File: src/rtl/uart_lite_pkg.sv
// Shared UART-lite types: parity modes, deframer FSM states and data-width limits.
package uart_lite_pkg;

   localparam int unsigned MAX_DATA_BITS = 9;
   // Counter covers data bits and stop bits.
   localparam int unsigned CNT_W = $clog2(MAX_DATA_BITS + 1);

   typedef enum logic [2:0] {
      ParNone  = 3'd0,
      ParEven  = 3'd1,
      ParOdd   = 3'd2,
      ParMark  = 3'd3,
      ParSpace = 3'd4
   } parity_mode_t;

   typedef enum logic [2:0] {
      StIdle,
      StData,
      StParity,
      StStop,
      StBreak
   } deframer_state_t;

endpackage

File: src/rtl/uart_parity.sv
// Expected parity bit for a data word under a given parity mode (shared by tx and rx).
module uart_parity
   import uart_lite_pkg::*;
#(
   parameter int unsigned WIDTH = 8
) (
   input  logic [WIDTH-1:0] data_i,
   input  parity_mode_t     mode_i,
   output logic             parity_o
);

   // Even makes the total count of ones even; odd makes it odd.
   always_comb begin
      parity_o = 1'b0;
      unique case (mode_i)
         ParEven: parity_o = ^data_i;
         ParOdd:  parity_o = ~^data_i;
         ParMark: parity_o = 1'b1;
         default: parity_o = 1'b0;
      endcase
   end

endmodule

File: src/rtl/character_deframer.sv
// Async frame deframer: rebuilds characters from a per-bit stream with parity/framing checks,
// a ready/valid output register and overrun detection.
// Optional: define CHARACTER_DEFRAMER_BREAK_EN to detect line breaks (break_o).
module character_deframer
   import uart_lite_pkg::*;
#(
   parameter int unsigned DATA_BITS = 8,
   parameter int unsigned PARITY    = 0,
   parameter int unsigned STOP_BITS = 1
) (
   input  logic                 clk_i,
   input  logic                 rst_i,
   input  logic                 rx_i,
   input  logic                 valid_i,
   output logic [DATA_BITS-1:0] char_o,
   output logic                 parity_err_o,
   output logic                 frame_err_o,
   output logic                 valid_o,
   input  logic                 ready_i,
   output logic                 overrun_o,
   output logic                 break_o
);

   localparam logic [2:0]       PAR_SEL   = PARITY[2:0];
   localparam parity_mode_t     MODE      = parity_mode_t'(PAR_SEL);
   localparam logic [CNT_W-1:0] LAST_DATA = CNT_W'(DATA_BITS - 1);
   localparam logic [CNT_W-1:0] LAST_STOP = CNT_W'(STOP_BITS - 1);

   deframer_state_t        state_q, state_d;
   logic [CNT_W-1:0]       cnt_q, cnt_d;
   logic [DATA_BITS-1:0]   shift_q, shift_d;
   logic                   perr_q, perr_d;
   logic                   ferr_q, ferr_d;
   logic                   done;
   logic                   exp_par;

   logic [DATA_BITS-1:0]   char_q, char_d;
   logic                   operr_q, operr_d;
   logic                   oferr_q, oferr_d;
   logic                   valid_q, valid_d;
   logic                   overrun_q, overrun_d;

`ifdef CHARACTER_DEFRAMER_BREAK_EN
   // Every bit of the frame so far (data, parity, first stop) has been 0.
   logic                   zero_q, zero_d;
`endif

   uart_parity #(
      .WIDTH(DATA_BITS)
   ) u_parity (
      .data_i  (shift_q),
      .mode_i  (MODE),
      .parity_o(exp_par)
   );

   // Frame FSM: advances one step per valid_i strobe.
   always_comb begin
      state_d = state_q;
      cnt_d   = cnt_q;
      shift_d = shift_q;
      perr_d  = perr_q;
      ferr_d  = ferr_q;
      done    = 1'b0;
`ifdef CHARACTER_DEFRAMER_BREAK_EN
      zero_d  = zero_q;
`endif
      if (valid_i) begin
         unique case (state_q)
            StIdle: begin
               if (!rx_i) begin
                  state_d = StData;
                  cnt_d   = '0;
                  perr_d  = 1'b0;
                  ferr_d  = 1'b0;
`ifdef CHARACTER_DEFRAMER_BREAK_EN
                  zero_d  = 1'b1;
`endif
               end
            end
            StData: begin
               shift_d = {rx_i, shift_q[DATA_BITS-1:1]};
`ifdef CHARACTER_DEFRAMER_BREAK_EN
               if (rx_i) zero_d = 1'b0;
`endif
               if (cnt_q == LAST_DATA) begin
                  cnt_d   = '0;
                  state_d = (MODE == ParNone) ? StStop : StParity;
               end else begin
                  cnt_d = cnt_q + CNT_W'(1);
               end
            end
            StParity: begin
               perr_d  = (rx_i != exp_par);
               state_d = StStop;
`ifdef CHARACTER_DEFRAMER_BREAK_EN
               if (rx_i) zero_d = 1'b0;
`endif
            end
            StStop: begin
               if (!rx_i) ferr_d = 1'b1;
`ifdef CHARACTER_DEFRAMER_BREAK_EN
               if (cnt_q == '0 && rx_i) zero_d = 1'b0;
`endif
               if (cnt_q == LAST_STOP) begin
                  state_d = StIdle;
`ifdef CHARACTER_DEFRAMER_BREAK_EN
                  if (zero_d) state_d = StBreak;
                  else        done    = 1'b1;
`else
                  done = 1'b1;
`endif
               end else begin
                  cnt_d = cnt_q + CNT_W'(1);
               end
            end
            StBreak: begin
               if (rx_i) state_d = StIdle;
            end
            default: state_d = StIdle;
         endcase
      end
   end

   // Output register: load on completion when empty or being drained, else flag overrun.
   always_comb begin
      char_d    = char_q;
      operr_d   = operr_q;
      oferr_d   = oferr_q;
      valid_d   = valid_q;
      overrun_d = 1'b0;
      if (valid_q && ready_i) valid_d = 1'b0;
      if (done) begin
         if (!valid_q || ready_i) begin
            char_d  = shift_q;
            operr_d = perr_q;
            oferr_d = ferr_d;
            valid_d = 1'b1;
         end else begin
            overrun_d = 1'b1;
         end
      end
   end

   // State and output registers.
   always_ff @(posedge clk_i or posedge rst_i) begin
      if (rst_i) begin
         state_q   <= StIdle;
         cnt_q     <= '0;
         shift_q   <= '0;
         perr_q    <= 1'b0;
         ferr_q    <= 1'b0;
         char_q    <= '0;
         operr_q   <= 1'b0;
         oferr_q   <= 1'b0;
         valid_q   <= 1'b0;
         overrun_q <= 1'b0;
`ifdef CHARACTER_DEFRAMER_BREAK_EN
         zero_q    <= 1'b0;
`endif
      end else begin
         state_q   <= state_d;
         cnt_q     <= cnt_d;
         shift_q   <= shift_d;
         perr_q    <= perr_d;
         ferr_q    <= ferr_d;
         char_q    <= char_d;
         operr_q   <= operr_d;
         oferr_q   <= oferr_d;
         valid_q   <= valid_d;
         overrun_q <= overrun_d;
`ifdef CHARACTER_DEFRAMER_BREAK_EN
         zero_q    <= zero_d;
`endif
      end
   end

   assign char_o       = char_q;
   assign parity_err_o = operr_q;
   assign frame_err_o  = oferr_q;
   assign valid_o      = valid_q;
   assign overrun_o    = overrun_q;
`ifdef CHARACTER_DEFRAMER_BREAK_EN
   assign break_o      = (state_q == StBreak);
`else
   assign break_o      = 1'b0;
`endif

endmodule
File: config.mk
export PLATFORM = sky130hd
export DESIGN_NAME = character_deframer
export DESIGN_NICKNAME = d
export VERILOG_FILES = /design/src/rtl/uart_lite_pkg.sv /design/src/rtl/uart_parity.sv /design/src/rtl/character_deframer.sv
export SDC_FILE = /design/constraint.sdc
export NUM_CORES = 1
export LEC_CHECK = 0
export ABC_AREA = 1
export CAP_MARGIN = 40
export CORE_UTILIZATION = 50
export CTS_CLUSTER_DIAMETER = 150
export DETAILED_ROUTE_END_ITERATION = 10
export PLACE_DENSITY = 0.72
export SYNTH_ARGS = -nofsm -noshare
export SYNTH_HDL_FRONTEND = slang
export SYNTH_SLANG_ARGS = --single-unit
export TNS_END_PERCENT = 30
File: constraint.sdc
create_clock -name clk_i -period 3.11 [get_ports clk_i]
set_clock_uncertainty 0.2 [all_clocks]
set_input_delay 0.933 -clock clk_i [delete_from_list [all_inputs] [get_ports clk_i]]
set_output_delay 0.933 -clock clk_i [all_outputs]
set_load 0.1 [all_outputs]
=== Word level (Yosys, flattened, before mapping) ===
Cells that the tools add are included.
W data, S select, Z words.

* Register bits: 29
* Logic and storage cells: 56

* $add $sub $neg: 1
* Eq/ne operators: 10
* Multiplexer cells: 23
* Reduce and logical (&&, ||, !) cells: 12

{| class="wikitable"
|+ Operators with widths
! operator !! number
|-
| $pmux W3 S5 || 1
|-
| $mux W1 || 12
|-
| $mux W3 || 4
|-
| $mux W4 || 3
|-
| $pmux W4 S3 || 1
|-
| $ne A2 B2 Y1 const B || 5
|-
| $eq A3 B2 Y1 const B || 2
|-
| $reduce_and A5 Y1 || 1
|-
| $add A4 B1 Y4 const B || 1
|-
| $eq A4 B3 Y1 const B || 1
|-
| $logic_not A4 Y1 || 1
|-
| $pmux W1 S2 || 2
|-
| $reduce_and A2 Y1 || 2
|-
| $reduce_and A4 Y1 || 1
|-
| $eq A3 B1 Y1 const B || 1
|-
| $eq A3 B3 Y1 const B || 1
|-
| $logic_not A3 Y1 || 1
|-
| $reduce_and A3 Y1 || 1
|-
| $reduce_bool A3 Y1 || 1
|-
| $reduce_bool A2 Y1 || 1
|-
| $logic_and A1 B1 Y1 || 1
|-
| $logic_not A1 Y1 || 1
|-
| $logic_or A1 B1 Y1 || 1
|}

=== Depth between registers and ports, before layout ===
* Word-level depth: 5
* Gate-level depth with buffers: 9
* Gate-level depth less buffers: 9

=== Cells and area by module ===
A second synthesis with hierarchy kept.

* Cell total of the unflattened synthesis: 203
* Area total of the unflattened synthesis: 1579.0 um2

{| class="wikitable"
|+ Modules (own cells, without submodules)
! module !! instances !! cells each !! area an instance (um2) !! seq. area each (um2)
|-
| character_deframer || 1 || 148 || 1352.5 || 700.7
|-
| uart_parity || 1 || 55 || 226.5 || 0.0
|}

=== Worst setup path after synthesis ===
Ideal clock, no wire load.

* Path kind: register to output
* Start: reg char_q[0] (netlist: char_o[0])
* End: out char_o[0]
* Data arrival time: 898 ps
* Data required time: 1977 ps
* Slack: 1079 ps
* Stages on the path, launching flop included: 1
* Cell sequence: dfrtp_1

{| class="wikitable"
|+ RTL lines
! item !! line !! RTL
|-
| start, declared || character_deframer.sv:37 || <nowiki>logic [DATA_BITS-1:0] char_q, char_d;</nowiki>
|-
| start signal, assigned || character_deframer.sv:166 || <nowiki>char_q <= char_d;</nowiki>
|-
| end, declared || character_deframer.sv:15 || <nowiki>output logic [DATA_BITS-1:0] char_o,</nowiki>
|}

No word-level cell between the ends.

=== Final worst setup path ===
* Start: reg operr_q (netlist: parity_err_o)
* End: out parity_err_o

{| class="wikitable"
|+ RTL lines
! item !! line !! RTL
|-
| start, declared || character_deframer.sv:38 || <nowiki>logic operr_q, operr_d;</nowiki>
|-
| start signal, assigned || character_deframer.sv:167 || <nowiki>operr_q <= operr_d;</nowiki>
|-
| end, declared || character_deframer.sv:16 || <nowiki>output logic parity_err_o,</nowiki>
|}

No word-level cell between the ends.

==> metrics.md <==
| Metric | Value |
|---|---|
| Mapped Area | between 1000 and 1500 sq um |
| Pleak | 0.000806 uW |
| Die height | 54.0 um |
| GR Overflow Total | 0 |
| Seq cells post-synth | 28 |
| Post-synth top area share | roughly half |
| Final WL | ~2.2 mm |
| Worst Path Arrival | 1020 ps |
| Most numerous cell in the Yosys netlist | nand2_1 |
| All-Layer GR Usage | around 18% |
| Largest net degree at the start of global routing | 29 |
| Synthesis Warnings | 0 |
| Post-synth cell types | 19 |
| Area contributors post-synth | dfrtp_1, nand2_1, ha_1 |
| Fmax | 465 MHz |
| 1st-pass router iterations | 4 |
| Max Cap Viol | 0 |
| Main combinational cell family by area after synthesis | simple AND/OR/NAND/NOR gates |
| Maximum vdd drop | 685 uV |
| Worst path bufs/invs | 1 |
| CP Class | register to output pin |
| Vias per cell | 4.85 |
| Register clock-pin slew on the reported worst setup and hold paths | 150 ps |
| Area leader, netlist | dfrtp_1 |
| Setup TNS | 0 ps |
| CTS tree | done |
| Die width | approximately 54 um |
| Dpl hpwl | 1.58 mm |
| Final hold slack | 294 ps |
| Initial antenna violation count | 0 |
| Met2 GRT Util | approximately 31% |
| Clock Path Buffers | 2 |
| PwrDens | 1110 nW/um^2 |
| DP Worst Slack | 690 ps |
| GR peak layer | met2 |
| R2R setup slack | 1300 ps |
| IO buf count | 16 |
| Adder-Cell Fraction of Synth Area | between 7 and 8% |
| DRC Markers | 0 |
| Max-slew violation count | 0 |
| Worst skew pair latency | 330 ps |
| Final ANT Viol Nets | 0 |
| Final setup violation count | 0 |
| Status | finished, final reports clean |
| CP max stage cell | dfrtp_1 |
| CP max stage delay | 390 ps |
| Mux cell area share after synthesis | 0% |
| FFs w/ async S/R, synth | 100% |
| Via count | 946 |
| Worst hold path class | register to register |
| Ports | 18 |
| Synth top cells by count | nand2_1, dfrtp_1, inv_1 |
| Cell Chain, Critical Path | buf_4 |
| Seq/Total Area, Yosys | 51.9% |
| Placeable core region | roughly 2500 sq um |
| Final worst slack | 961 ps |
| Vias in the first global route | 879 |
| RSZ-0062 raised after global routing | no |
| Routed len/inst | 11.1 um |
| Clock sinks | 28 |
| Number of hold buffers added after cts | 0 |
| GR Util met1 | 22.4% |
| DR iter-0 viols | 16 |
| First-pass GRT wire length | 3.72 mm |
| Area Overhead vs Synth | 15.2% |
| Starting Density | 53.6% |
| Number of synthesized flops with an enable pin | 0 |
| XOR/XNOR Fraction of Synth Area | 0.648% |
| Crit path max-delay family | flip-flops |
| Synth Flop Type | dfrtp_1 |
| Post-Route Utilization | roughly three fifths |
| Die area | 2910 sq um |
| Syn Area/Cell | 9.19 sq um |
| Critical path capture point type | output pin |
| Final nets | approximately 180 |
| Share of layout cells above drive strength 1 | a little under a fifth |
| CTS Buf Count | 3 |
| Required time of the critical path | 1980 ps |
| Post-synthesis compound-gate area fraction | a little under an eighth |
| Rows | 18 |
| Clock period minus worst slack | 2150 ps |
| M3 GR Usage | 2.82% |
| Synthesized instance count | 147 |
| Post-CTS Repair Setup Buffers | 0 |
| Synth Area in Simple Gates | 19.5% |
| Root Driver | clkbuf_4 |
| Period utilization | 69.1% |
| Final hold vios | 0 |
| Resize count post-CTS | 0 |
| H-tree levels | 1 |
| Ant. Diodes | 0 |
| GP Congestion | about 0.75 |
| Syn_nets | 160 |
| CP startpoint kind | register |
| Crit-path max FO | 2 |
[per-stage QoR]
stage / area, sq um / total power [uW] / cells
3_5_place_dp: 1500 / 1510 / 191
4_1_cts: 1560 / 1750 / 195
5_1_grt: 1560 / 1860 / 195
3_3_place_gp: 1500 / 1480 / 191
6_report: 1560 / 1740 / 195
2_1_floorplan: 1350 / 1330 / 147
[report_power, final]
part / switching [uW] / leakage (uW) / internal (uW)
logic: 686 / 0.000410 / 226
registers: 87.2 / 0.000369 / 499
clock network: 107 / 0.0000279 / 130
total: 881 / 0.000806 / 855
[routing by layer]
layer  wire length (um)  vias to the layer above
met5                  0                        -
met4                 26                        0
met1               1030                      433
met3                 74                        4
li1                   -                      491
met2               1050                       18
[state kept, by name, summed over array words and instances, names as in the netlist]
signal and cells:
frame_err_o 1, shift_q 8, overrun_o 1, parity_err_o 1
char_o 8, state_q 2, perr_q 1, cnt_q 4
valid_o 1, ferr_q 1
[worst paths after layout]
check | from | endpoint | cells past startpoint
min in group asynchronous | rst_i | valid_o | 3
min | char_o[0] | char_o[0] | 2
min reg2reg | char_o[0] | char_o[0] | 2
max in group asynchronous | rst_i | shift_q[3] | 3
max | parity_err_o | parity_err_o | 1
max reg2reg | state_q[0] | cnt_q[1] | 9
[cell type report]
type,instances,area (sq um)
clock buffers,3,22.5
clock inverters,1,30.0
fillers,242,966
inverters,24,90.1
multi-input cells,92,538
flip-flops and latches,28,701
well taps,30,37.5
repair buffers,17,138
[cell families (layout without fill, tap and decap cells)]
| kind of cell | Yosys count | after routing |
|---|---|---|
| buffers and inverters | 27 | 45 |
| flip-flops | 28 | 28 |
| XOR/XNOR | 1 | 1 |
| AO/OA/AOI/OAI | 25 | 25 |
| adder cells (fa/ha/maj) | 8 | 8 |
| AND/OR/NAND/NOR | 57 | 57 |
| other | 1 | 1 |
[cell usage in the layout (no fill, tap or decap), drive strengths merged]
cell and n:
nand2 38, dfrtp 28, inv 24, o21ai 24
buf 13, nand3 10, ha 8, nor2 8
clkdlybuf4s50 4, clkbuf 3, o21bai 1, xor2 1
nand4 1, conb 1, bufinv 1
Power figures use the tool's default switching activity.
